--- src/rtl/step_pkg.sv ---
// Shared state encodings for the step controller; the display/debug logic
// decodes `mode` using the same constants.
package step_pkg;

  localparam int unsigned STATE_W = 2;

  typedef enum logic [STATE_W-1:0] {
    STEP_IDLE = 2'd0,
    RUN       = 2'd1,
    STEP_FIRE = 2'd2,
    HALTED    = 2'd3
  } step_state_e;

endpackage

--- src/rtl/step_controller_if.sv ---
// Control/status bundle between the clock generator, board I/O, the core and
// the step controller.
interface step_controller_if
  import step_pkg::*;
#(
  parameter int unsigned CNT_W = 32
);

  logic               slow_clk;
  logic               run_sw;
  logic               step_btn;
  logic               halt;
  logic               cpu_en;
  logic [CNT_W-1:0]   step_count;
  logic               halted;
  logic [STATE_W-1:0] mode;

  modport master (
    output slow_clk, run_sw, step_btn, halt,
    input  cpu_en, step_count, halted, mode
  );

  modport slave (
    input  slow_clk, run_sw, step_btn, halt,
    output cpu_en, step_count, halted, mode
  );

endinterface

--- src/rtl/debouncer.sv ---
// Synchronises a bouncy pushbutton and accepts a level change only after it
// has held for DEBOUNCE_CYCLES clk cycles; `rise` pulses for one cycle.
module debouncer #(
  parameter int unsigned DEBOUNCE_CYCLES = 50000
) (
  input  logic clk,
  input  logic rst_n,
  input  logic din,
  output logic stable,
  output logic rise
);

  localparam int unsigned CW = (DEBOUNCE_CYCLES < 2) ? 1 : $clog2(DEBOUNCE_CYCLES);
  localparam logic [CW-1:0] LAST = CW'(DEBOUNCE_CYCLES - 1);

  logic          r_s1;
  logic          r_s2;
  logic          r_stable;
  logic          r_rise;
  logic [CW-1:0] r_cnt;
  logic          w_accept;

  assign w_accept = (r_s2 != r_stable) && (r_cnt == LAST);

  always_ff @(posedge clk or negedge rst_n) begin
    if (!rst_n) begin
      r_s1     <= 1'b0;
      r_s2     <= 1'b0;
      r_stable <= 1'b0;
      r_rise   <= 1'b0;
      r_cnt    <= '0;
    end else begin
      r_s1   <= din;
      r_s2   <= r_s1;
      r_rise <= w_accept && r_s2;
      if (r_s2 == r_stable) begin
        r_cnt <= '0;
      end else if (w_accept) begin
        r_stable <= r_s2;
        r_cnt    <= '0;
      end else begin
        r_cnt <= r_cnt + 1'b1;
      end
    end
  end

  assign stable = r_stable;
  assign rise   = r_rise;

endmodule

--- src/rtl/step_controller.sv ---
// Turns the divided clock into one-cycle CPU enable pulses in the clk domain,
// with free-run, debounced single-step and halt modes plus a pulse counter.
module step_controller
  import step_pkg::*;
#(
  parameter int unsigned DEBOUNCE_CYCLES = 50000,
  parameter int unsigned CNT_W           = 32
) (
  input  logic              clk,
  input  logic              rst_n,
  step_controller_if.slave  bus
);

  logic             r_slow_s1;
  logic             r_slow_s2;
  logic             r_slow_s3;
  logic             r_run_s1;
  logic             r_run_s2;
  logic             r_cpu_en;
  logic [CNT_W-1:0] r_step_count;
  step_state_e      r_state;
  step_state_e      w_state_next;
  logic             w_tick;
  logic             w_run_s;
  logic             w_press;
  logic             w_fire;
  logic             w_btn_stable;

  debouncer #(
    .DEBOUNCE_CYCLES (DEBOUNCE_CYCLES)
  ) u_debouncer (
    .clk    (clk),
    .rst_n  (rst_n),
    .din    (bus.step_btn),
    .stable (w_btn_stable),
    .rise   (w_press)
  );

  always_ff @(posedge clk or negedge rst_n) begin
    if (!rst_n) begin
      r_slow_s1 <= 1'b0;
      r_slow_s2 <= 1'b0;
      r_slow_s3 <= 1'b0;
      r_run_s1  <= 1'b0;
      r_run_s2  <= 1'b0;
    end else begin
      r_slow_s1 <= bus.slow_clk;
      r_slow_s2 <= r_slow_s1;
      r_slow_s3 <= r_slow_s2;
      r_run_s1  <= bus.run_sw;
      r_run_s2  <= r_run_s1;
    end
  end

  assign w_tick  = r_slow_s2 & ~r_slow_s3;
  assign w_run_s = r_run_s2;

  always_ff @(posedge clk or negedge rst_n) begin
    if (!rst_n) begin
      r_state <= STEP_IDLE;
    end else begin
      r_state <= w_state_next;
    end
  end

  // halt outranks everything outside HALTED; inside HALTED only a press leaves
  always_comb begin
    w_state_next = r_state;
    w_fire       = 1'b0;
    if (r_state == HALTED) begin
      if (w_press) w_state_next = STEP_IDLE;
    end else if (bus.halt) begin
      w_state_next = HALTED;
    end else begin
      case (r_state)
        RUN: begin
          if (!w_run_s) w_state_next = STEP_IDLE;
          else          w_fire       = w_tick;
        end
        STEP_IDLE: begin
          if (w_run_s)      w_state_next = RUN;
          else if (w_press) w_state_next = STEP_FIRE;
        end
        STEP_FIRE: begin
          if (w_run_s) begin
            w_state_next = RUN;
          end else if (w_tick) begin
            w_fire       = 1'b1;
            w_state_next = STEP_IDLE;
          end
        end
        default: w_state_next = STEP_IDLE;
      endcase
    end
  end

  always_ff @(posedge clk or negedge rst_n) begin
    if (!rst_n) begin
      r_cpu_en     <= 1'b0;
      r_step_count <= '0;
    end else begin
      r_cpu_en <= w_fire;
      if (r_cpu_en) r_step_count <= r_step_count + 1'b1;
    end
  end

  assign bus.cpu_en     = r_cpu_en;
  assign bus.step_count = r_step_count;
  assign bus.halted     = (r_state == HALTED);
  assign bus.mode       = r_state;

  logic w_unused;
  assign w_unused = w_btn_stable;

endmodule

--- src/flat_wrapper.sv ---
// flat-port wrapper written by rule: the top's interface ports become plain ports
module step_controller_flat import step_pkg::*;
#(
  parameter int unsigned DEBOUNCE_CYCLES = 50000,
  parameter int unsigned CNT_W           = 32
)
  (clk, rst_n, bus_slow_clk, bus_run_sw, bus_step_btn, bus_halt, bus_cpu_en, bus_step_count, bus_halted, bus_mode);
  step_controller_if #(.CNT_W(CNT_W)) bus_i ();
  input  logic clk;
  input  logic rst_n;
  input wire logic [$bits(bus_i.slow_clk)-1:0] bus_slow_clk;
  input wire logic [$bits(bus_i.run_sw)-1:0] bus_run_sw;
  input wire logic [$bits(bus_i.step_btn)-1:0] bus_step_btn;
  input wire logic [$bits(bus_i.halt)-1:0] bus_halt;
  output wire logic [$bits(bus_i.cpu_en)-1:0] bus_cpu_en;
  output wire logic [$bits(bus_i.step_count)-1:0] bus_step_count;
  output wire logic [$bits(bus_i.halted)-1:0] bus_halted;
  output wire logic [$bits(bus_i.mode)-1:0] bus_mode;
  assign bus_i.slow_clk = bus_slow_clk;
  assign bus_i.run_sw = bus_run_sw;
  assign bus_i.step_btn = bus_step_btn;
  assign bus_i.halt = bus_halt;
  assign bus_cpu_en = bus_i.cpu_en;
  assign bus_step_count = bus_i.step_count;
  assign bus_halted = bus_i.halted;
  assign bus_mode = bus_i.mode;
  step_controller #(.DEBOUNCE_CYCLES(DEBOUNCE_CYCLES), .CNT_W(CNT_W)) u_core (.clk(clk), .rst_n(rst_n), .bus(bus_i));
endmodule
--- config.mk ---
export PLATFORM = sky130hd
export DESIGN_NAME = step_controller_flat
export DESIGN_NICKNAME = d
export VERILOG_FILES = /design/src/rtl/step_pkg.sv /design/src/rtl/step_controller_if.sv /design/src/rtl/debouncer.sv /design/src/rtl/step_controller.sv /design/src/flat_wrapper.sv
export SDC_FILE = /design/constraint.sdc
export NUM_CORES = 1
export LEC_CHECK = 0
export CAP_MARGIN = 10
export CORE_MARGIN = 4
export CORE_UTILIZATION = 53
export CTS_BUF_LIST = sky130_fd_sc_hd__clkbuf_8 sky130_fd_sc_hd__clkbuf_16
export CTS_CLUSTER_SIZE = 40
export DETAILED_ROUTE_END_ITERATION = 8
export PLACE_DENSITY = 0.8
export SLEW_MARGIN = 20
export SYNTH_ARGS = -nofsm -noshare
export SYNTH_HDL_FRONTEND = slang
export SYNTH_SLANG_ARGS = --single-unit
--- constraint.sdc ---
create_clock -name clk -period 2.5 [get_ports clk]
set_clock_uncertainty 0.2 [all_clocks]
set_input_delay 0.625 -clock clk [delete_from_list [all_inputs] [get_ports clk]]
set_output_delay 0.625 -clock clk [all_outputs]
set_load 0.01 [all_outputs]
# ---- After elaboration in Yosys (flattened, before gate mapping)
# Index checks and enable logic that the tools add are counted.
dict set report totals {
  reg_bits 60
}
dict set report classes {
  n_addsub 2
  n_eq_ne 10
  n_mux 17
  bitwise_logic 3
  n_reduce_logical 5
}
# op count
set ops {}
lappend ops {{adder 32 x 1 -> 32 bit (second input constant)} 1}
lappend ops {{two-way mux 16 bit} 2}
lappend ops {{adder 16 x 1 -> 16 bit (second input constant)} 1}
lappend ops {{== test 16 bit (second input constant)} 1}
lappend ops {{two-way mux 2 bit} 8}
lappend ops {{one-hot mux 2 bit (3 select lines)} 1}
lappend ops {{two-way mux 1 bit} 5}
lappend ops {{inequality test 5 x 3 -> 1 bit (second input constant)} 1}
lappend ops {{== test 2 bit (second input constant)} 2}
lappend ops {{inequality test 4 x 3 -> 1 bit (second input constant)} 1}
lappend ops {{inequality test 4 bit (second input constant)} 1}
lappend ops {{AND reduction 4 bit} 1}
lappend ops {{== test 2 x 1 -> 1 bit (second input constant)} 1}
lappend ops {{logical AND 1 bit} 2}
lappend ops {{logical NOT 2 bit} 1}
lappend ops {{inequality test 2 x 1 -> 1 bit (second input constant)} 1}
lappend ops {{NOT 1 bit} 2}
lappend ops {{one-hot mux 1 bit (2 select lines)} 1}
lappend ops {{AND reduction 2 bit} 1}
lappend ops {{AND 1 bit} 1}
lappend ops {{== test 1 bit} 1}
lappend ops {{inequality test 1 bit} 1}

# ---- Logic depth before layout (Yosys ltp)
dict set report depth {
  depth_word 7
  depth_mapped 6
  ltp_nobuf 6
}

# ---- Cells and area by module
# A second synthesis with hierarchy kept.
dict set report hier_totals {
  cells_unflattened 246
  hier_area_um2 2857.7
}
# module n_inst cells_per_inst area_per_inst_um2
set by_module_without_submodules {}
lappend by_module_without_submodules {step_controller 1 156 1885.6}
lappend by_module_without_submodules {debouncer 1 90 972.2}

# ---- Worst setup path before layout
# OpenSTA, ideal clock, no wires.
dict set report synth_timing {
  path_kind {flip-flop to flip-flop}
  startpoint {reg u_core.r_state[0] (netlist: u_core.bus.mode[0])}
  endpoint {reg u_core.r_state[0] (netlist: u_core.bus.mode[0])}
  setup_time_ps 125
  t_arrival_ps 1603
  required_time_ps 2175
  setup_slack_ps 572
  stages_incl_launch_ff 5
  path_buffers 0
  path_cell_list {dfrtp_1 -> ha_1 -> or3_1 -> o22ai_1 -> mux2_2}
}
dict set report synth_via {
  elab_cells_between_ends 12
  cone_classes {7 x eq/ne; 3 x mux; 2 x reduce/logical}
}
# element line
set synth_rtl {}
lappend synth_rtl {{from (decl)} step_controller.sv:21} ;# step_state_e r_state;
lappend synth_rtl {{from (signal assigned)} step_controller.sv:62} ;# r_state <= w_state_next;
lappend synth_rtl {{== test 2 bit *} n/a}
lappend synth_rtl {{via bus_halted} flat_wrapper.sv:17} ;# output wire logic [$bits(bus_i.halted)-1:0] bus_halted;
lappend synth_rtl {{inequality test 5 x 3 -> 1 bit (no source line) (tied with other cells)} n/a}
lappend synth_rtl {{AND reduction 4 bit (no source line)} n/a}
# Mark *: on every way through the listed nets, which the timed path passes. The rest lies on a longest branch.
# A chain may end at the register's enable or synchronous reset.

# ---- Worst setup path in the final report
dict set report layout_timing {
  startpoint {reg u_core.r_state[0] (netlist: u_core.bus.mode[0])}
  endpoint {out bus_halted}
}
dict set report layout_via {
  elab_chain_len 1
}
# element line
set layout_lines {}
lappend layout_lines {{== test 2 bit} step_controller.sv:109} ;# assign bus.halted = (r_state == HALTED);
lappend layout_lines {{to (decl)} flat_wrapper.sv:17}
# No other way between the ends.

==> results by group <==
Floorplanning
  • Starting Density: 54.4%
  • # rows: 26
  • Die width: 80.4 µm
  • Core area: 5110 µm²
  • Die Area: 6460 µm²
  • Die H: 80.4 µm
  • # IOs: 42

STA
  • Fin crit period: 2.40 ns
  • Fin. Hold Viols: 0
  • Slew headroom: 60.7%
  • Setup Viol. Count Final: 0
  • Worst-Margin Slew: 0.590 ns
  • Fmax: 417 MHz
  • Final cycle utilization of the critical path: 96.0%
  • RSZ-0062 raised after global routing: false
  • Max-slew violations: 0
  • Setup TNS: 0 ns

Synthesis
  • Synth cell types: 36
  • Syn_nets: 257
  • Mapped Avg Cell Area: 11.3 µm²
  • Syn Inst Count: 245
  • Mapped cell area: 2780 µm²
  • Ys Warns: 0
  • Register area share after synthesis: 54.1%
  • Flops & latches, synth: 60

Final layout
  • Diodes inserted: 0
  • Layout cell share with drive strength beyond 1: 8.39%
  • Final instance area: 3400 µm²
  • Nets@finish: 306
  • Area grow syn2layout: 22.5%
  • Final cell count without fillers: 368
  • Area of the multi-input gates: 1190 µm²
  • Reg area: 1500 µm²
  • Fill count: 427

Drt
  • Routed via count: 1892
  • Per-cell routed wire length: 13.6 µm
  • Routed wire length: 5.02 mm
  • DRT Pass-1 Iters: 5
  • DR iter-0 viols: 134
  • DRC errors left: 0
  • Antenna-violating nets left: 0
  • Vias per std cell: 5.14

Clock network
  • Clock-pin slew on the worst setup and hold paths: 0.06 ns
  • Num CTS Buffers: 9
  • Clock sinks: 60
  • CTS tree: done
  • Post_cts resized: 0
  • CTS max path bufs: 2
  • # hold bufs at CTS: 0
  • CTS HTree Levels: 3
  • Clk root buf: clkbuf_8
  • Setup bufs post-CTS: 0
  • Clock insertion delay at the later pin of the skew report: 0.32 ns

Placed design
  • Port Buffer Count: 41
  • HPWL Detailed: 3.44 mm
  • # placed instances: 353
  • DP Area: 3250 µm²
  • Final Wtd Congestion: 0.786

Outcome
  • Outcome: finished clean

Global route
  • GRT overflow: 0
  • Vias in the first global route: 1911
  • Antenna violations before repair: 0
  • GRT Util Overall: 17.7%
  • Largest net degree at the start of global routing: 61
  • First-pass GRT wire length: 8.76 mm

Pwr
  • Total power: 2070 µW
  • Sw Share: 26.0%
  • Comb pwr share: 15.4%
  • Clk pwr share: 32.7%
  • PwrDens: 607 nW/µm²
  • NetSw: 538 µW
  • Max VDD drop: 0.352 mV
  • Register share of total power: 51.9%
  • LEAKAGE: 0.00157 µW
  • Int Power: 1530 µW

Worst setup path
  • WP data arrival: 1.58 ns
  • CP Cell Sequence: ha_1 -> clkdlybuf4s50_1
  • Worst reg2reg path endpoint: u_core.bus.step_count[28]
  • Slowest cell on crit path: clkdlybuf4s50_1
  • Worst-case reg-to-reg path depth: 5
  • Setup crit start kind: flip-flop
  • Worst path required time: 1.67 ns
  • Reg2Reg Setup Slack: 0.46 ns
  • Critical path fanouts, max: 5
  • RR Startpoint: u_core.bus.step_count[0]
  • Slowest Stage Delay on Critical Path: 0.57 ns
  • Critical Setup Path Class: flip-flop to primary output
  • Worst setup EP type: primary output

Worst hold path
  • Worst Hold Class: input pin to async pin

Flow run
  • Max-cap violation count: 0
-- Yosys cell counts, drive strengths merged --
| library cell | n | area, µm² |
|---|---|---|
| dfrtp | 60 | 1500 |
| xor2 | 29 | 254 |
| nor2 | 23 | 86.3 |
| xnor2 | 16 | 140 |
| nand2 | 15 | 56.3 |
| nor3 | 13 | 70.1 |
| inv | 12 | 45.0 |
| nand3 | 12 | 72.6 |
| nand4 | 11 | 83.8 |
| nor4 | 10 | 83.8 |
| and4 | 7 | 63.8 |
| ha | 6 | 75.1 |
| a21oi | 4 | 20.0 |
| and3 | 4 | 25.0 |
| buf | 4 | 38.8 |
| mux2 | 4 | 45.0 |
| and2 | 2 | 12.5 |
| nand2b | 2 | 12.5 |
| a31oi | 1 | 6.26 |
| and4bb | 1 | 12.5 |
| mux2i | 1 | 10.0 |
| nor3b | 1 | 7.51 |
| nor4b | 1 | 8.76 |
| nor4bb | 1 | 10.0 |
| o22ai | 1 | 6.26 |
| o41ai | 1 | 8.76 |
| or2 | 1 | 6.26 |
| or3 | 1 | 6.26 |
| or3b | 1 | 8.76 |
-- state kept, by name (all words and copies together) (netlist names) --
name	cells
u_core.bus.step_count	32
u_core.u_debouncer.r_cnt	16
u_core.bus.mode	2
u_core.bus.cpu_en	1
u_core.r_run_s1	1
u_core.r_run_s2	1
u_core.r_slow_s1	1
u_core.r_slow_s2	1
u_core.r_slow_s3	1
u_core.u_debouncer.r_s1	1
u_core.u_debouncer.r_s2	1
u_core.u_debouncer.rise	1
u_core.u_debouncer.stable	1
-- worst max path at each step --
stage | start | endpoint | slack (ns) | cells after the start
3_5_place_dp | bus_halt | u_core.bus.mode[0] | 0.14 | 4
4_1_cts | u_core.bus.mode[0] | bus_halted | 0.09 | 2
6_report | u_core.bus.mode[0] | bus_halted | 0.1 | 2
3_3_place_gp | bus_halt | u_core.bus.mode[1] | 0.17 | 4
5_1_grt | u_core.bus.mode[0] | bus_halted | 0.03 | 2
2_1_floorplan | u_core.bus.mode[0] | u_core.bus.mode[0] | 0.57 | 4
-- critical path: cells and delay by family (launching register included) --
kind,cells,cell delay [ns]
buffers and inverters,1,0.57
DFF,1,0.42
adders and majority gates,1,0.27
-- through the flow --
stage	setup slack, ns	hold WS, ns	util (%)
after floorplan	0.572	0.129	-
after global placement	0.169	0.135	63.7
after detailed placement	0.136	0.135	63.7
after CTS	0.0919	0.104	66.6
after global routing	0.0287	0.0944	66.6
final	0.0993	0.0994	66.6
-- routing by layer --
layer	vias up	part of all wire (%)	track usage [%]
met5	-	0	0
met4	0	1.3	9.29
met3	5	3.6	3.81
met2	34	47	27.0
met1	911	48	23.6
li1	942	-	-
-- power groups by stage --
stage	combinational [µW]	clock [µW]	sequential, µW
finish	318	676	1070
global route	351	748	1080
CTS	324	698	1070
detailed placement	323	0	1090
global placement	308	0	1090
floorplan	152	0	1100
-- placed cells by master, fill, tap and decap left out, types with 2 or more instances in the layout --
cell,netlist,routed
a21oi_1,4,4
and2_1,2,2
and3_1,4,4
and4_1,6,6
clkbuf_8,0,9
clkdlybuf4s50_1,0,40
clkinv_2,0,3
dfrtp_1,60,60
ha_1,6,6
inv_1,12,15
mux2_2,4,4
nand2_1,15,15
nand2b_1,2,2
nand3_1,11,11
nand4_1,10,10
nor2_1,23,23
nor3_1,12,12
nor4_1,8,8
xnor2_1,16,16
xor2_1,29,29
-- area by class of cell --
type                            count  share of cell area (%)
Inverter                           12                    1.32
Sequential cell                    60                    44.1
Clock buffer                        9                    3.64
Clock inverter                      6                   0.772
Tap cell                           70                    2.57
Timing Repair Buffer               42                    12.5
Multi-Input combinational cell    169                    35.0
-- kinds of logic (layout without fill, tap and decap cells) --
kind of cell / count (synthesis) / count (layout) / share of synthesized area [%]
XOR/XNOR: 45 / 45 / 14.2
AO/OA/AOI/OAI: 7 / 7 / 1.49
buffers and inverters: 16 / 69 / 3.02
AND/OR/NAND/NOR: 106 / 106 / 22.6
adder cells (fa/ha/maj): 6 / 6 / 2.70
flip-flops: 60 / 60 / 54.1
multiplexers: 5 / 5 / 1.98
Note: power is estimated with default switching activity, not from simulation.
